**config.mk**
```make
export PLATFORM = sky130hd
export DESIGN_NAME = ps2_key_decoder
export DESIGN_NICKNAME = d
export VERILOG_FILES = /design/src/rtl/ps2_pkg.sv /design/src/rtl/ps2_rx.sv /design/src/rtl/ps2_key_decoder.sv
export SDC_FILE = /design/constraint.sdc
export NUM_CORES = 1
export LEC_CHECK = 0
export ABC_CLOCK_PERIOD_IN_PS = 3300
export BUFFER_PORTS_ARGS = -buffer_cell sky130_fd_sc_hd__buf_2
export CAP_MARGIN = 20
export CORE_UTILIZATION = 47
export DETAILED_ROUTE_END_ITERATION = 8
export PLACE_DENSITY = 0.69
export SLEW_MARGIN = 5
export SYNTH_ARGS = -nofsm -noshare
export SYNTH_HDL_FRONTEND = slang
export SYNTH_SLANG_ARGS = --single-unit
export TNS_END_PERCENT = 100
```
**constraint.sdc**
```tcl
create_clock -name clk -period 3.3 [get_ports clk]
set_input_delay 0.165 -clock clk [delete_from_list [all_inputs] [get_ports clk]]
set_output_delay 0.165 -clock clk [all_outputs]
set_load 0.01 [all_outputs]
```
**src/rtl/ps2_pkg.sv**
```systemverilog
// Shared constants for the PS/2 keyboard path: scan-code bytes of interest
// and the frame receiver state encoding.
// Imported by ps2_rx and ps2_key_decoder.
package ps2_pkg;

  localparam logic [7:0] SC_EXT  = 8'hE0;  // extended-key prefix
  localparam logic [7:0] SC_BRK  = 8'hF0;  // break (key release) prefix
  localparam logic [7:0] SC_UP   = 8'h75;  // Up arrow, only after SC_EXT
  localparam logic [7:0] SC_DOWN = 8'h72;  // Down arrow, only after SC_EXT
  localparam logic [7:0] SC_W    = 8'h1D;  // W key
  localparam logic [7:0] SC_S    = 8'h1B;  // S key

  typedef enum logic [1:0] {
    RX_IDLE   = 2'd0,
    RX_DATA   = 2'd1,
    RX_PARITY = 2'd2,
    RX_STOP   = 2'd3
  } rx_state_e;

endpackage

```
**src/rtl/ps2_rx.sv**
```systemverilog
// PS/2 frame receiver: synchronises both pins, glitch-filters ps2_clk,
// detects falling edges and assembles start/8 data/odd parity/stop frames.
// Ports: clk, reset (sync, active high), ps2_clk/ps2_data (raw pins) in;
//        code (last good byte), code_valid (1-cycle), frame_err (1-cycle) out.
module ps2_rx
  import ps2_pkg::*;
#(
  parameter int FILTER_LEN  = 8,
  parameter int TIMEOUT_CYC = 20000
) (
  input  logic       clk,
  input  logic       reset,
  input  logic       ps2_clk,
  input  logic       ps2_data,
  output logic [7:0] code,
  output logic       code_valid,
  output logic       frame_err
);

  localparam int FW = $clog2(FILTER_LEN + 1);
  localparam int TW = $clog2(TIMEOUT_CYC + 1);
  localparam logic [FW-1:0] FILT_LAST = FW'(FILTER_LEN - 1);
  localparam logic [TW-1:0] TMO_LAST  = TW'(TIMEOUT_CYC - 1);

  logic          clk_meta_q, clk_meta_d;
  logic          clk_sync_q, clk_sync_d;
  logic          dat_meta_q, dat_meta_d;
  logic          dat_sync_q, dat_sync_d;
  logic          filt_q, filt_d;
  logic [FW-1:0] fcnt_q, fcnt_d;
  logic          fall_edge_q, fall_edge_d;
  rx_state_e     state_q, state_d;
  logic [2:0]    bit_cnt_q, bit_cnt_d;
  logic [7:0]    shift_q, shift_d;
  logic          par_q, par_d;
  logic [TW-1:0] tmo_q, tmo_d;
  logic [7:0]    code_q, code_d;
  logic          code_valid_q, code_valid_d;
  logic          frame_err_q, frame_err_d;

  // Input conditioning: 2-FF synchronisers, then a saturating filter on
  // ps2_clk that only flips after FILTER_LEN consecutive differing samples.
  always_comb begin
    clk_meta_d = ps2_clk;
    clk_sync_d = clk_meta_q;
    dat_meta_d = ps2_data;
    dat_sync_d = dat_meta_q;
    filt_d     = filt_q;
    fcnt_d     = '0;
    if (clk_sync_q != filt_q) begin
      if (fcnt_q == FILT_LAST) begin
        filt_d = clk_sync_q;
      end else begin
        fcnt_d = fcnt_q + FW'(1);
      end
    end
    fall_edge_d = filt_q & ~filt_d;
  end

  // Receiver FSM with inter-edge timeout.
  always_comb begin
    state_d      = state_q;
    bit_cnt_d    = bit_cnt_q;
    shift_d      = shift_q;
    par_d        = par_q;
    code_d       = code_q;
    code_valid_d = 1'b0;
    frame_err_d  = 1'b0;

    // tmo_q holds cycles elapsed since the last edge (the edge cycle counts
    // as one), so the error pulse lands exactly TIMEOUT_CYC after the edge.
    if (state_q == RX_IDLE || fall_edge_q) begin
      tmo_d = TW'(1);
    end else begin
      tmo_d = tmo_q + TW'(1);
    end

    case (state_q)
      RX_IDLE: begin
        if (fall_edge_q) begin
          if (!dat_sync_q) begin
            state_d   = RX_DATA;
            bit_cnt_d = 3'd0;
          end else begin
            frame_err_d = 1'b1;
          end
        end
      end
      RX_DATA: begin
        if (fall_edge_q) begin
          shift_d   = {dat_sync_q, shift_q[7:1]};
          bit_cnt_d = bit_cnt_q + 3'd1;
          if (bit_cnt_q == 3'd7) begin
            state_d = RX_PARITY;
          end
        end
      end
      RX_PARITY: begin
        if (fall_edge_q) begin
          par_d   = dat_sync_q;
          state_d = RX_STOP;
        end
      end
      RX_STOP: begin
        if (fall_edge_q) begin
          if (dat_sync_q && ((^shift_q) ^ par_q)) begin
            code_valid_d = 1'b1;
            code_d       = shift_q;
          end else begin
            frame_err_d = 1'b1;
          end
          state_d = RX_IDLE;
        end
      end
      default: state_d = RX_IDLE;
    endcase

    if (state_q != RX_IDLE && !fall_edge_q && tmo_q == TMO_LAST) begin
      frame_err_d = 1'b1;
      state_d     = RX_IDLE;
    end
  end

  always_ff @(posedge clk) begin
    if (reset) begin
      clk_meta_q   <= 1'b1;
      clk_sync_q   <= 1'b1;
      dat_meta_q   <= 1'b1;
      dat_sync_q   <= 1'b1;
      filt_q       <= 1'b1;
      fcnt_q       <= '0;
      fall_edge_q  <= 1'b0;
      state_q      <= RX_IDLE;
      bit_cnt_q    <= 3'd0;
      shift_q      <= 8'h00;
      par_q        <= 1'b0;
      tmo_q        <= '0;
      code_q       <= 8'h00;
      code_valid_q <= 1'b0;
      frame_err_q  <= 1'b0;
    end else begin
      clk_meta_q   <= clk_meta_d;
      clk_sync_q   <= clk_sync_d;
      dat_meta_q   <= dat_meta_d;
      dat_sync_q   <= dat_sync_d;
      filt_q       <= filt_d;
      fcnt_q       <= fcnt_d;
      fall_edge_q  <= fall_edge_d;
      state_q      <= state_d;
      bit_cnt_q    <= bit_cnt_d;
      shift_q      <= shift_d;
      par_q        <= par_d;
      tmo_q        <= tmo_d;
      code_q       <= code_d;
      code_valid_q <= code_valid_d;
      frame_err_q  <= frame_err_d;
    end
  end

  assign code       = code_q;
  assign code_valid = code_valid_q;
  assign frame_err  = frame_err_q;

endmodule

```
**src/rtl/ps2_key_decoder.sv**
```systemverilog
// PS/2 keyboard decoder: frame receiver plus make/break/extended interpreter
// producing held-key levels (Up/W, Down/S) and the last plain make code.
// Ports: clk, reset, ps2_clk, ps2_data in; data_tx, up_key_press,
//        down_key_press, code_valid, code, frame_err out.
module ps2_key_decoder
  import ps2_pkg::*;
#(
  parameter int FILTER_LEN  = 8,
  parameter int TIMEOUT_CYC = 20000
) (
  input  logic       clk,
  input  logic       reset,
  input  logic       ps2_clk,
  input  logic       ps2_data,
  output logic [7:0] data_tx,
  output logic       up_key_press,
  output logic       down_key_press,
  output logic       code_valid,
  output logic [7:0] code,
  output logic       frame_err
);

  logic [7:0] rx_code;
  logic       rx_vld;
  logic       rx_err;

  ps2_rx #(
    .FILTER_LEN (FILTER_LEN),
    .TIMEOUT_CYC(TIMEOUT_CYC)
  ) u_rx (
    .clk       (clk),
    .reset     (reset),
    .ps2_clk   (ps2_clk),
    .ps2_data  (ps2_data),
    .code      (rx_code),
    .code_valid(rx_vld),
    .frame_err (rx_err)
  );

  logic       ext_q, ext_d;
  logic       brk_q, brk_d;
  logic       up_q, up_d;
  logic       down_q, down_d;
  logic [7:0] data_tx_q, data_tx_d;
  logic       is_up;
  logic       is_down;
  logic       make;

  always_comb begin
    ext_d     = ext_q;
    brk_d     = brk_q;
    up_d      = up_q;
    down_d    = down_q;
    data_tx_d = data_tx_q;
    // 75/72 are arrows only behind E0; bare they are keypad 8/2.
    is_up     = ext_q ? (rx_code == SC_UP)   : (rx_code == SC_W);
    is_down   = ext_q ? (rx_code == SC_DOWN) : (rx_code == SC_S);
    make      = ~brk_q;

    if (rx_err) begin
      // A lost byte may have been a prefix; start clean. Held levels stay.
      ext_d = 1'b0;
      brk_d = 1'b0;
    end else if (rx_vld) begin
      if (rx_code == SC_EXT) begin
        ext_d = 1'b1;
      end else if (rx_code == SC_BRK) begin
        brk_d = 1'b1;
      end else begin
        if (is_up) begin
          up_d = make;
        end
        if (is_down) begin
          down_d = make;
        end
        if (make && !ext_q) begin
          data_tx_d = rx_code;
        end
        ext_d = 1'b0;
        brk_d = 1'b0;
      end
    end
  end

  always_ff @(posedge clk) begin
    if (reset) begin
      ext_q     <= 1'b0;
      brk_q     <= 1'b0;
      up_q      <= 1'b0;
      down_q    <= 1'b0;
      data_tx_q <= 8'h00;
    end else begin
      ext_q     <= ext_d;
      brk_q     <= brk_d;
      up_q      <= up_d;
      down_q    <= down_d;
      data_tx_q <= data_tx_d;
    end
  end

  assign data_tx        = data_tx_q;
  assign up_key_press   = up_q;
  assign down_key_press = down_q;
  assign code_valid     = rx_vld;
  assign code           = rx_code;
  assign frame_err      = rx_err;

endmodule

```
======== Word-level counts from Yosys, hierarchy flattened ========
Index checks and enable logic that the tools add are counted.
operators by class
  add/subtract/negate cells ............... 3
  equal/unequal tests ..................... 20
  muxes and demuxes ....................... 26
  bitwise logic cells ..................... 10
  reductions and logical operators ........ 26
operators by type and width
  kind                                                                     number
  8-bit by 5-bit equality test with 1-bit output, second input constant    2
  8-bit by 7-bit equality test with 1-bit output, second input constant    2
  8-bit equality test, second input constant                               2
  15-bit by 1-bit adder with 15-bit output, second input constant          1
  15-bit equality test, second input constant                              1
  5-bit AND reduction                                                      3
  1-bit two-way mux                                                        14
  2-bit two-way mux                                                        6
  2-bit by 1-bit inequality test with 1-bit output, second input constant  5
  3-bit two-way mux                                                        3
  1-bit NOT                                                                8
  2-bit one-hot mux with 4 select lines                                    1
  2-bit AND reduction                                                      4
  8-bit XOR reduction                                                      1
  3-bit one-hot mux with 2 select lines                                    1
  6-bit AND reduction                                                      1
  2-bit OR reduction                                                       3
  3-bit OR reduction                                                       2
  4-bit by 1-bit adder with 4-bit output, second input constant            1
  2-bit equality test, second input constant                               2
  4-bit by 3-bit equality test with 1-bit output, second input constant    1
  1-bit logical AND                                                        4
  2-bit inequality test, second input constant                             2
  4-bit AND reduction                                                      1
  12 further kinds                                                         14
storage, ports and cells
  bits in registers ....................... 61
  input bits .............................. 4
  output and inout port bits .............. 20
  logic and storage cells ................. 106

======== Logic depth before layout (Yosys ltp) ========
  depth after elaboration ................. 7
  depth in mapped cells ................... 6
  gate-level depth less buffers ........... 6

======== By module ========
From an unflattened synthesis, not the netlist that was laid out.
unflattened totals
  cell total of the unflattened synthesis .. 294
  area total of the unflattened synthesis .. 2760.1 um^2
modules (own cells, without submodules)
  module           times used  cells an instance  area each (um^2)  seq. area each (um^2)
  ps2_rx           1           234                2200.9            980.9
  ps2_key_decoder  1           60                 559.3             240.2

======== Least setup slack after synthesis ========
OpenSTA, ideal clock, no wires.
  kind .................................... reg2reg
  start ................................... reg u_rx.code_q[2], in the netlist u_rx.code[2]
  end ..................................... reg data_tx_q[1], in the netlist data_tx[1]
  setup time .............................. 0.128 ns
  arrival ................................. 1.605 ns
  required time ........................... 3.172 ns
  path slack .............................. 1.567 ns
  stages on the path, launching flop included .. 5
  path buffers ............................ 0
  period minus slack after synthesis ...... 1.733 ns
  cells stage by stage .................... dfxtp_1 or4b_4 o31ai_4 mux2i_1 nor2_1
on the way
  longest elaborated chain between the ends .. 3
  elaborated cells on any way between the ends .. 5
  those cells by class .................... 2 x eq/ne; 2 x bitwise; 1 x reduce/logical
RTL lines
  element                                        RTL line                                      RTL
  from (decl)                                    ps2_rx.sv:37                                  logic [7:0] code_q, code_d;
  from (signal assigned)                         ps2_rx.sv:154                                 code_q <= code_d;
  8-bit equality test, on equally long branches  ps2_key_decoder.sv:67, ps2_key_decoder.sv:65
  1-bit NOT (no line)                            --
  5-bit AND reduction (no line) (*)              --
  to (signal assigned)                           ps2_key_decoder.sv:97                         data_tx_q <= data_tx_d;
  to (decl)                                      ps2_key_decoder.sv:44                         logic [7:0] data_tx_q, data_tx_d;
Every way passes the cells marked *; elsewhere a longest branch is shown, timed or not.
A chain may end at the register's enable or synchronous reset.

======== Worst setup path in the final report ========
  start ................................... reg u_rx.code_valid_q, in the netlist u_rx.code_valid
  end ..................................... reg data_tx_q[5], in the netlist data_tx[5]
on the way
  longest elaborated chain between the ends .. 1
RTL lines
  element                        RTL line       RTL
  from (decl)                    ps2_rx.sv:38   logic code_valid_q, code_valid_d;
  from (signal assigned)         ps2_rx.sv:155  code_valid_q <= code_valid_d;
  5-bit AND reduction (no line)  --
No other way between the ends.

==> impl_metrics.py <==
metrics = {
    "synth": {
        "synth_cell_types": 42,
        "netlist_top_cells_count": "dfxtp_1 (61), nand2_1 (43), nor2_1 (29)",
        "avgSynthCellArea_um2": 9.27,
        "syn_inst": 291,
        "synth_edf_count": 0,
        "synth_top_area_share_pct": 45.3,
        "synth.area.top_cells": "dfxtp_1 (45%), mux2i_1 (6.7%), nand2_1 (6.0%), nor2_1 (4.0%), xor2_1 (3.9%)",
        "synth_nets": 303,
        "yosysWarnings": 0,
        "synth.cell_area_um2": 2700,
        "async_flop_share_pct": 0,
        "yosysMostFrequentCell": "dfxtp_1",
        "synth_top_area_cell": "dfxtp_1",
        "ys_seq_area_share_pct": 45.3,
        "synth_seq_cells": 61,
        "ys.flop_type": "dfxtp_1",
    },
    "route": {
        "wl_met1_um": 2460,
        "wirelength_um": 5020,
        "drt_iter0_drc": 51,
        "dr.pass1.iters": 4,
        "final_antenna_net_count": 0,
        "highest_layer": "met4",
        "via_per_inst": 5.32,
        "drc": 0,
        "route.met3.wl_um": 188,
        "vias": 2074,
        "wl_per_cell_um": 12.9,
        "wl_met2_um": 2340,
    },
    "place": {
        "dp_slack_ns": 1.39,
        "portBuffers": 23,
        "dp_hpwl_um": 3380,
        "place_area_um2": 2860,
        "placedCellCount": 374,
        "gp_congestion": 0.747,
    },
    "timing": {
        "period_needed_ns": 1.88,
        "tightest_slew_ns": 0.912,
        "drv_slew": 0,
        "whs_ns": 0.0427,
        "worst_slack_ns": 1.42,
        "rsz0062_at_grt": "false",
        "period_share_pct": 57.1,
        "fin_setup_tns_ns": 0,
        "setup_viol": 0,
        "clock_skew_ns": 0.00878,
        "fmax_ghz": 0.531,
        "max-slew-margin-rel_pct": 38.3,
        "hold_viol_final": 0,
    },
    "worst_setup_path": {
        "slowest_stage": "nor4b_1",
        "worstPathRequired_ns": 3.50,
        "startpoint_type": "flop",
        "path_class": "reg -> reg",
        "worst_setup_path_end_kind": "flop",
        "r2r_setup_slack_ns": 1.42,
        "crit_chain": "nor4b_1 -> o31ai_4 -> mux2i_1 -> nor2_1",
        "arrival_ns": 2.08,
        "critPathMaxStageDelay_ns": 0.77,
        "cp_max_fo": 8,
    },
    "clock_network": {
        "cts_root_buf": "clkbuf_8",
        "cts_hold_buf": 1,
        "clk_path_buf_depth": 2,
        "ctsResizeCount": 0,
        "cts_max_level": 3,
        "clk_latency_ns": 0.33,
        "numCtsBuffers": 9,
        "post_cts_buffers": 0,
        "cts_tree": "built",
        "clock_sinks": 61,
        "path_clk_slew_ns": 0.07,
    },
    "finish": {
        "syn_to_final_growth_pct": 12.4,
        "fin_nets": 326,
        "drive_above_1_share_pct": 15.1,
        "fillCellCount": 518,
        "n_antenna_cell": 0,
        "final_area_um2": 3030,
        "final_cells": 390,
        "fin_util_pct": 55.1,
    },
    "run_status": {
        "status": "finished clean",
    },
    "global_routing": {
        "gr-total-overflow": 0,
        "grt_use_total_pct": 17.9,
        "first_global_vias": 1899,
        "grt_pass1_wl_um": 8400,
        "grt_max_degree": 35,
        "antenna_found_initial": 0,
    },
    "die": {
        "rows": 27,
        "initial_core_util_pct": 49.0,
        "die_y_um": 77.8,
        "ioPinCount": 24,
        "die_x_um": 77.8,
        "core-area_um2": 5510,
        "dieArea_um2": 6050,
    },
    "pwr": {
        "finalPower_mw": 1.37,
        "peakVddDrop_mv": 0.241,
        "powerDensity_nw_per_um2": 453,
        "leakage_nw": 1.18,
    },
    "hold_path": {
        "min_path_type": "in -> reg",
    },
    "job": {
        "max_cap_viol_count": 0,
    },
}
registers in the layout, summed over array words and instances, names as in the netlist, 2 cells and up:
| signal | cells |
|---|---|
| u_rx.state_q | 2 |
| u_rx.bit_cnt_q | 3 |
| u_rx.tmo_q | 15 |
| data_tx | 8 |
| u_rx.shift_q | 8 |
| u_rx.code | 8 |
| u_rx.fcnt_q | 4 |
final timing paths:
check                       start              end  cells after the start
hold reg to reg   u_rx.dat_meta_q  u_rx.dat_sync_q                      1
hold / removal            ps2_clk  u_rx.clk_meta_q                      2
setup / recovery  u_rx.code_valid       data_tx[5]                      4
setup reg to reg  u_rx.code_valid       data_tx[5]                      4
area by class of cell:
class / count / area, um2 / share of cell area [%]
multi-input cells: 212 / 1410 / 46.5
flip-flops and latches: 61 / 1220 / 40.3
clock buffers: 10 / 138 / 4.54
repair buffers: 24 / 125 / 4.13
well taps: 72 / 90.1 / 2.97
clock inverters: 5 / 27.5 / 0.908
inverters: 6 / 22.5 / 0.743
cells by family after synthesis:
kind of cell,synth area share [%]
simple gates,24.9
flops,45.3
compound gates,7.70
xor+xnor,8.44
mux,7.51
buf+inv,2.50
fa+ha+maj,3.71
worst max-delay path: cells and delay by family (launching register included):
family | cells | cell delay (ns)
muxes | 1 | 0.22
and+or+nand+nor | 2 | 0.82
DFF | 1 | 0.41
AOI/OAI and AO/OA | 1 | 0.30
power by group:
part | internal, mW | total, mW | switching [mW]
logic | 0.0215 | 0.0661 | 0.0447
clock network | 0.283 | 0.558 | 0.275
registers | 0.744 | 0.751 | 0.00658
total | 1.05 | 1.37 | 0.326
cell usage in the layout (no fill, tap or decap), types with 5 or more instances in the layout:
cell / count
inv_1: 6
buf_2: 23
nand4_1: 7
nand2_1: 43
a21oi_1: 19
mux2i_1: 18
nor2_1: 29
dfxtp_1: 61
xor2_1: 12
clkbuf_8: 10
nand3_1: 13
and4_1: 5
o21ai_0: 5
ha_1: 8
xnor2_1: 6
metal layers:
| layer | global-route usage, % | vias up |
|---|---|---|
| met5 | 0 | - |
| met4 | 7.36 | 0 |
| met3 | 6.35 | 4 |
| met2 | 28.9 | 30 |
| met1 | 21.6 | 982 |
| li1 | - | 1058 |
Power figures use the tool's default switching activity.
